### config.mk
export PLATFORM = sky130hd
export DESIGN_NAME = alu_seq_exec
export DESIGN_NICKNAME = d
export VERILOG_FILES = /design/src/rtl/alu_seq_exec.sv
export SDC_FILE = /design/constraint.sdc
export NUM_CORES = 1
export LEC_CHECK = 0
export ABC_AREA = 1
export CAP_MARGIN = 20
export CORE_MARGIN = 2
export CORE_UTILIZATION = 35
export CTS_CLUSTER_SIZE = 24
export DETAILED_ROUTE_END_ITERATION = 10
export DONT_BUFFER_PORTS = 1
export PLACE_DENSITY_LB_ADDON = 0.3
export SETUP_SLACK_MARGIN = 0.5
export SYNTH_ARGS = -nofsm -noshare
export SYNTH_HDL_FRONTEND = slang
export SYNTH_SLANG_ARGS = --single-unit
### constraint.sdc
create_clock -name clk -period 7.24 [get_ports clk]
set_input_delay 1.448 -clock clk [delete_from_list [all_inputs] [get_ports clk]]
set_output_delay 1.448 -clock clk [all_outputs]
set_load 0.01 [all_outputs]
### src/rtl/alu_seq_exec.sv
// Execution-stage ALU with a registered result and zero flag.
// Single-cycle ops (AND/OR/ADD/SUB/SLL/SRL/SLT) complete one cycle after they
// are accepted; MUL runs a fixed-latency iterative shift-add engine and holds
// busy high while it iterates.
module alu_seq_exec #(
    parameter int WIDTH = 32,
    parameter int SHW   = $clog2(WIDTH)
) (
    input  logic             clk,
    input  logic             rst,
    input  logic             start,
    input  logic [2:0]       alu_control,
    input  logic [WIDTH-1:0] a,
    input  logic [WIDTH-1:0] b,
    output logic [WIDTH-1:0] result,
    output logic             zero,
    output logic             busy,
    output logic             done
);

    localparam int CNT_W = $clog2(WIDTH + 1);

    localparam logic [2:0] OP_AND = 3'b000;
    localparam logic [2:0] OP_OR  = 3'b001;
    localparam logic [2:0] OP_ADD = 3'b010;
    localparam logic [2:0] OP_SUB = 3'b110;
    localparam logic [2:0] OP_SLL = 3'b111;
    localparam logic [2:0] OP_SRL = 3'b011;
    localparam logic [2:0] OP_SLT = 3'b100;
    localparam logic [2:0] OP_MUL = 3'b101;

    typedef enum logic {
        IDLE,
        MUL
    } state_t;

    state_t           state;
    logic [WIDTH-1:0] mcand;
    logic [WIDTH-1:0] mplier;
    logic [WIDTH-1:0] acc;
    logic [CNT_W-1:0] count;

    logic [WIDTH-1:0] alu_res;
    logic [WIDTH-1:0] acc_next;

    // Single-cycle operations; MUL is never routed through here.
    function automatic logic [WIDTH-1:0] alu_op(input logic [2:0]       op,
                                                input logic [WIDTH-1:0] x,
                                                input logic [WIDTH-1:0] y);
        logic signed [WIDTH-1:0] xs;
        logic signed [WIDTH-1:0] ys;
        logic [WIDTH-1:0]        r;
        xs = $signed(x);
        ys = $signed(y);
        r  = '0;
        case (op)
            OP_AND: r = x & y;
            OP_OR:  r = x | y;
            OP_ADD: r = x + y;
            OP_SUB: r = x - y;
            OP_SLL: r = x << y[SHW-1:0];
            OP_SRL: r = x >> y[SHW-1:0];
            OP_SLT: r = {{(WIDTH-1){1'b0}}, (xs < ys)};
            default: r = '0;
        endcase
        return r;
    endfunction

    // Combinational result of the single-cycle ops and the next partial product.
    always_comb begin
        alu_res  = alu_op(alu_control, a, b);
        acc_next = mplier[0] ? (acc + mcand) : acc;
    end

    // Control FSM, multiply engine and registered outputs.
    always_ff @(posedge clk) begin
        if (rst) begin
            state  <= IDLE;
            result <= '0;
            zero   <= 1'b1;
            busy   <= 1'b0;
            done   <= 1'b0;
            mcand  <= '0;
            mplier <= '0;
            acc    <= '0;
            count  <= '0;
        end else begin
            done <= 1'b0;
            case (state)
                IDLE: begin
                    if (start) begin
                        if (alu_control == OP_MUL) begin
                            mcand  <= a;
                            mplier <= b;
                            acc    <= '0;
                            count  <= CNT_W'(WIDTH);
                            busy   <= 1'b1;
                            state  <= MUL;
                        end else begin
                            result <= alu_res;
                            zero   <= (alu_res == '0);
                            done   <= 1'b1;
                        end
                    end
                end
                MUL: begin
                    // Fixed WIDTH iterations; no early exit when mplier empties.
                    acc    <= acc_next;
                    mcand  <= mcand << 1;
                    mplier <= mplier >> 1;
                    count  <= count - CNT_W'(1);
                    if (count == CNT_W'(1)) begin
                        result <= acc_next;
                        zero   <= (acc_next == '0);
                        done   <= 1'b1;
                        busy   <= 1'b0;
                        state  <= IDLE;
                    end
                end
                default: state <= IDLE;
            endcase
        end
    end

endmodule
==> results.txt, run 1 <==
The flow ran to the end, and the final reports show no timing, DRC or antenna violations. Category of the critical setup timing path: in2reg. The hold path startpoint is mplier[31]. The number of global-route vias before repair was 19122. Counting every net in the synthesized netlist gives 3347.

The wire-length estimate of the detail-placed layout is 66.9 mm. Async set-or-reset flop fraction in the synthesized netlist: 0. The tree is rooted in a sky130_fd_sc_hd__clkbuf_16. The number of antenna violations at the first check in global routing came out at 4.

The worst setup path is captured at a register. The run gives 105 as the number of ports placed on the die boundary. In this run the number of H-tree levels came out at 4.

Pin count of the biggest net entering global routing: 78. Die span in y: 228 um. The number of synthesized flops with an enable pin works out to 0. The detailed router placed 21184 vias in this run. The tools report the sink count of the clock tree as 138. The width of the die works out to 228 um.

Buffering stage count on the worst path with inverters included: 2. The post-detailed-route DRC marker count was 0. The number of slew-limit violations in the final report is 0, and the static leakage is 8.91 nW. The clock passes through at most 2 buffers. After layout, the design draws a total of 0.00261 W. Clock-pin slew was measured on the worst setup and hold paths at 0.06 ns.

The overall global routing resource usage is 0.313. Wires add up to 84.0 mm. The dominant synthesized flop cell is sky130_fd_sc_hd__dfxtp_1.

The synthesized netlist contains 51 unique library cells. The tools report the data required time of the worst path as 7.65 ns. At the end of the flow, the number of nets in the layout was 3240. Number of violations reported at the end of detailed-routing iteration 0: 2819. The final number of setup-violating endpoints is 0, and the post-synthesis register bit count is 138. The final sum of negative setup slack came out at 0 ns.

The fraction of the cycle the final worst path needs works out to 0.587. TritonCTS built the clock tree. The least setup slack across all paths after layout came out at 2.99 ns. Of all nets on the critical path, the largest fanout is 72. The number of buffers added for setup after CTS was 0.

The worst register-to-register path begins at state. The logs give 6 for the count of TritonRoute iterations in the first routing pass and 0.352 for the starting density of the core. Netlist area before placement: 17500 sq um. The detail route stage leaves a number of antenna-violating nets equal to 0. The internal reg-to-reg setup slack is 3.83 ns. For hold timing, the worst endpoint is mplier[31]. Cell type of the slowest stage on the worst timing path: sky130_fd_sc_hd__nor3_1. The average footprint of a synthesized cell is 5.60 sq um, and the timing-limited maximum frequency is 235 MHz.

Setup repair after global routing left no endpoint under its margin. For the total overflow reported by the global router, the log shows 0. In the layout the commonest cells are sky130_fd_sc_hd__nand2_1, sky130_fd_sc_hd__nand3_1, sky130_fd_sc_hd__inv_1. After floorplanning, the core was sized to cover 49900 sq um. The number of antenna diodes is 0, and the hold violation total from the final report is 0.

The routability congestion estimate from global placement is 1.06, and the number of buffers added to fix hold violations after cts is 0. Capturing point of the worst reg2reg path: zero. Synthesized netlist cell count: 3132. Counting stages on the worst path, the most repeated cell is sky130_fd_sc_hd__nand3_1. The critical path goes through inv_4 -> fa_1 -> inv_1 -> nand3_1 -> nand2_2 -> nand2_1 -> nand3_1 -> o21ai_0 -> nand3_1 -> nor3_1 -> nand3_1 -> nor2_1 -> nand3_1 -> nand2_1 -> nand2_1 -> nand2_1.

Yosys printed 0 warnings. The filler cells instantiated in the layout total 5775. The number of violations of the max-capacitance limit was 0. IR analysis of the VDD net gives a maximum drop of 169 uV.

The run gives 0.157 as the sequential cell area fraction in the yosys report. Relative to the synthesized area, the layout overhead comes to 4.69%. At the worst endpoint, the arrival time is 4.66 ns. The number of instances on the worst hold path is 2, and the transition at the pin with the smallest max-transition slack is 1.04 ns.

The worst-case reg-to-reg path depth is 15, and the average vias per placed instance is 5.71. Once the clock tree was built, the resizer swapped 0 gates to a different size. The run gives 0.0127 ns as the worst clock skew. In this design, the stage delay of the slowest critical-path cell is 0.61 ns. Broken down by cell family, the worst path's largest delay share belongs to simple AND/OR/NAND/NOR gates. Power spread over the standard cell area amounts to 142 nW/um^2. The cell row count was 82.

The headroom to the max-slew limit came out at 0.301. The ratio of cells with drive above 1 in the final layout was 0.0418. The startpoint kind of the worst setup timing path is an input pin.

The library cell used most frequently in the layout, excluding fill and tap cells, is sky130_fd_sc_hd__nand2_1. For the TritonCTS buffer count, the log shows 17. The die covers 51900 sq um.

The worst slack at placement was 2.63 ns; the shortest period the worst path allows was 4.25 ns. The type of the most critical hold path is reg2reg. Clock latency on the worst-skew pair, taken at its later pin, is 0.46 ns.

The wire length of the first global-routing pass came out at 123 mm. Dividing the detail-routed wire length by the instance count gives 22.6 um. The number of buffer cells added on primary ports is 0.
==> cells in the mapped netlist (all sizes together) (21+ instances only) <==
| library cell | n | area share |
|---|---|---|
| o21ai | 111 | 0.032 |
| o221ai | 24 | 0.012 |
| inv | 390 | 0.084 |
| dfxtp | 138 | 0.16 |
| ha | 142 | 0.10 |
| a21oi | 185 | 0.053 |
| clkbuf | 63 | 0.013 |
| buf | 83 | 0.028 |
| a31oi | 53 | 0.019 |
| nand3 | 560 | 0.16 |
| nor2 | 254 | 0.055 |
| nor3 | 21 | 0.0068 |
| nand4 | 41 | 0.015 |
| nand2 | 942 | 0.21 |
==> worst register-to-register path, cell delays in order, from the launching register on <==
cell                      delay, ns
sky130_fd_sc_hd__dfxtp_2       0.49
sky130_fd_sc_hd__buf_4         0.70
sky130_fd_sc_hd__nand3_1       0.42
sky130_fd_sc_hd__nor3_1        0.34
sky130_fd_sc_hd__nand3_1       0.17
sky130_fd_sc_hd__nor2_1        0.13
sky130_fd_sc_hd__nand2_1       0.11
sky130_fd_sc_hd__nor2_1        0.13
sky130_fd_sc_hd__nand2_1       0.09
sky130_fd_sc_hd__nor2_1        0.11
sky130_fd_sc_hd__nand3_1       0.07
sky130_fd_sc_hd__nor2_1        0.16
sky130_fd_sc_hd__nand3_1       0.19
sky130_fd_sc_hd__nand2_1       0.11
sky130_fd_sc_hd__nand2_1       0.05
sky130_fd_sc_hd__nand2_1       0.08
==> area by class of cell <==
class                      instances  area, sq um  share of cell area
multi-input combinational       2456        12600               0.685
sequential                       138         2760               0.150
inverter                         392         1480              0.0805
tap                              672          841              0.0458
clock buffer                      22          454              0.0247
timing repair buffer              20          150             0.00817
clock inverter                     9         91.3             0.00497
==> report_power, final <==
group | internal (W) | total, W | leakage [nW] | switching (W)
Combinational | 0.000253 | 0.000903 | 7.52 | 0.000650
Clock | 0.000482 | 0.000873 | 0.265 | 0.000391
Sequential | 0.000793 | 0.000833 | 1.12 | 0.0000392
Total | 0.00153 | 0.00261 | 8.91 | 0.00108
==> logic make-up (layout without fill, tap and decap cells) <==
group,Yosys count,count (layout),synth area share
XOR/XNOR,5,5,0.00250
AO/OA/AOI/OAI,443,443,0.145
buffers and inverters,538,443,0.126
flip-flops,138,138,0.157
adder cells (fa/ha/maj),145,145,0.105
AND/OR/NAND/NOR,1863,1863,0.465
==> layer usage <==
metal | wire [um] | vias to the layer above | GRT usage | share of wire
li1 | - | 10102 | - | -
met1 | 35500 | 9654 | 0.426 | 0.42
met2 | 34400 | 1231 | 0.460 | 0.41
met3 | 8810 | 193 | 0.0599 | 0.10
met4 | 5230 | 4 | 0.180 | 0.062
met5 | 23 | - | 0 | 0.00027
==> metrics by stage <==
step	util	hold WS, ns	area (sq um)	cells
after floorplan	-	0.441	17500	3132
after CTS	0.368	0.459	18400	3709
after global placement	0.357	0.448	17800	3678
after global routing	0.368	0.484	18400	3709
final	0.368	0.462	18400	3709
after detailed placement	0.357	0.450	17800	3678
==> state kept, by name, summed over array words and instances, names as in the netlist <==
register,count
acc,32
busy,1
count,6
done,1
mcand,32
mplier,32
result,32
state,1
zero,1
==> worst max path at each step <==
stage	cells past startpoint	slack [ns]	endpoint	start
after detailed placement	16	2.63	zero	b[1]
after global placement	16	2.59	zero	b[1]
after floorplan	25	3.46	zero	b[2]
final	16	2.99	zero	b[1]
after CTS	16	3.11	zero	b[1]
after global routing	16	2.93	zero	b[1]
Note: power is estimated with default switching activity, not from simulation.
==> run 2, diff against run 1 <==
clock period = 4.4 ns   (was 7.24 ns; I/O delays follow)
==> run 2 against run 1 <==
Via count is 0.65% higher. Sequential cell count stayed put. Clock-buffer cell count is 1 lower. Highest routed layer unchanged. Clock skew is 0.0017 ns higher. Largest power group is now the clock network.
==> results.txt, run 2 (synthesis gave the netlist of run 1 again) <==
Timing would allow up to 300 MHz. In this run the standard cell core region covers 49900 sq um. The root buffer cell chosen for the clock tree is sky130_fd_sc_hd__clkbuf_16.

Leaving out fill and tap cells, the most frequent cell in the layout is sky130_fd_sc_hd__nand2_1. The run finished with clean final reports. The run gives 105 as the number of ports placed on the die boundary. The headroom to the max-slew limit was 0.389; the final routed wire length divided by cell count was 22.3 um.

For this block, the routed nets add up to 82.8 mm of wire. In this run, the number of DRC markers left after iteration 0 of detailed routing was 2846. The wire-length estimate of the detail-placed layout is 66.1 mm.

The detailed router placed 21322 vias in this run. The combinational group share of total power came out at 0.337. Summed over all nets, the switching power comes to 0.00178 W.

For this run, the post-layout net count is 3248. The worst register-to-register path begins at mcand[0]. Across all hold checks on the routed design, the worst slack comes to 0.466 ns. The logs give 0.310 for the overall global routing resource usage and 0.315 for the register share of total power. The tools report the total overflow reported by the global router as 0.

For this design the ratio of total power to cell area is 236 nW/um^2. Once the clock tree was built, the resizer swapped 0 gates to a different size. The hold violation total from the final report is 0. For the maximum VDD drop, the log shows 303 uV. The worst setup path is of the in2reg kind. Measured along the x axis, the die boundary spans 228 um. At the pin with the least slew margin, the transition time is 0.914 ns. Counting I/O delays and the setup requirement, the final critical path takes 3.33 ns.

For the data required time of the worst path, the log shows 4.82 ns. The layout has 5759 filler cells. Summed over all cells, the static leakage comes to 8.98 nW. The ratio of cells with drive above 1 in the final layout is 0.0453. Along the worst path, the maximum fanout reaches 72. Dividing the detail-routed via count by the number of cells gives 5.73. The wire length of the first global-routing pass was 122 mm. TritonCTS buffer count: 17. The number of nets with antenna violations after detailed routing was 0. The cell row count is 82. The part of the power in the clock network was 0.349. The register clock-pin slew on the reported worst setup and hold paths works out to 0.07 ns.

The worst setup path is captured at a register. The tools report the maximum buffer depth of the clock tree as 2. The switching part of the total works out to 0.406.

Setup repair after global routing left no endpoint under its margin. The tools report the area of the multi-input gates as 12600 sq um. The tools report the starting density of the core as 0.352. The final sum of negative setup slack is 0 ns, and the post-detailed-route DRC marker count is 0. The internal portion of the total power is 0.00260 W. The H-tree was split into 4 levels. Setup violations remaining at the end of the flow were counted as 0. The count of TritonRoute iterations in the first routing pass was 6. The capturing point of the worst reg2reg path was zero.

For the number of buffers added to fix hold violations after cts, the log shows 0. In the layout the commonest cells are sky130_fd_sc_hd__nand2_1, sky130_fd_sc_hd__nand3_1, sky130_fd_sc_hd__inv_1. The worst setup path is launched from an input pin. The logs give 2760 sq um for the flip-flop and latch area and 1.06 for the routability congestion estimate from global placement.

The tools report the hold path startpoint as mplier[29]. The fraction of the cycle the final worst path needs was 0.757. The worst register-to-register path has a setup slack of 1.07 ns. The data arrival time of the worst path was 3.75 ns; the die area was 51900 sq um. The number of instances on the worst hold path was 2; the sink count of the clock tree was 138. Worst min-delay path endpoint: mplier[29]. The worst clock skew is 0.0144 ns.

Number of buffer cells added on primary ports: 0. Entering global routing, the biggest net connects 78 pins. The die is 228 um tall. The number of violations of the max-capacitance limit was 0; the number of slew-limit violations in the final report was 0. The signed area change from the synthesized netlist to the final layout is 5.46%, and the worst-case reg-to-reg path depth is 19.

At the later pin of the worst-skew pair, clock insertion delay measures 0.48 ns. TritonCTS built the clock tree. Buffers added to address setup during post-CTS repair amount to 0.

The tools report the number of global-route vias before repair as 19199. The path class of the tightest hold or removal check is reg2reg. The number of antenna violations at the first check in global routing came out at 5.
## run 2: area by class of cell
| class | count | area share |
|---|---|---|
| Multi-Input combinational cell | 2456 | 0.680 |
| Sequential cell | 138 | 0.149 |
| Clock buffer | 21 | 0.0249 |
| Inverter | 392 | 0.0799 |
| Clock inverter | 11 | 0.00710 |
| Tap cell | 672 | 0.0454 |
| Antenna cell | 1 | 0.000135 |
| Timing Repair Buffer | 28 | 0.0127 |
## run 2: per-stage QoR
step                worst slack, ns  total power (W)  area, sq um  utilization  cells
finish                         1.07          0.00437        18500        0.371   3719
global route                  0.803          0.00457        18500        0.371   3719
CTS                            1.16          0.00435        18500        0.371   3718
detailed placement            0.724          0.00282        17900        0.359   3686
global placement              0.759          0.00283        17900        0.359   3686
floorplan                      1.18          0.00241        17500            -   3132
## run 2: power groups by stage
stage	Clock (W)	Sequential [W]	Combinational, W
6_report	0.00152	0.00138	0.00147
2_1_floorplan	0	0.00137	0.00104
3_5_place_dp	0	0.00140	0.00141
4_1_cts	0.00155	0.00138	0.00142
5_1_grt	0.00159	0.00138	0.00160
3_3_place_gp	0	0.00140	0.00142
## run 2: worst max-delay path by stage
stage,end,start,slack [ns],cells past startpoint
after floorplan,zero,b[2],1.18,25
after global placement,zero,b[1],0.76,18
after detailed placement,zero,b[1],0.72,16
after CTS,zero,mcand[0],1.16,19
after global routing,zero,mcand[0],0.80,19
final,zero,b[1],1.07,16
## run 2: critical path, cell delays in order
cell and delay [ns]:
sky130_fd_sc_hd__inv_4 0.55, sky130_fd_sc_hd__fa_1 0.34, sky130_fd_sc_hd__inv_1 0.08, sky130_fd_sc_hd__nand3_1 0.11
sky130_fd_sc_hd__nand2_2 0.11, sky130_fd_sc_hd__nand2_1 0.07, sky130_fd_sc_hd__nand3_1 0.13, sky130_fd_sc_hd__o21ai_0 0.33
sky130_fd_sc_hd__nand3_1 0.11, sky130_fd_sc_hd__nor3_1 0.34, sky130_fd_sc_hd__nand3_1 0.16, sky130_fd_sc_hd__nor2_1 0.18
sky130_fd_sc_hd__nand3_1 0.10, sky130_fd_sc_hd__nand2_1 0.06, sky130_fd_sc_hd__nand2_1 0.05, sky130_fd_sc_hd__nand2_1 0.08
## run 2: layer usage
metal / GRT usage / share of wire / up-vias
li1: - / - / 10107
met1: 0.418 / 0.42 / 9791
met2: 0.452 / 0.40 / 1208
met3: 0.0789 / 0.12 / 214
met4: 0.167 / 0.059 / 2
met5: 0 / 0.00018 / -
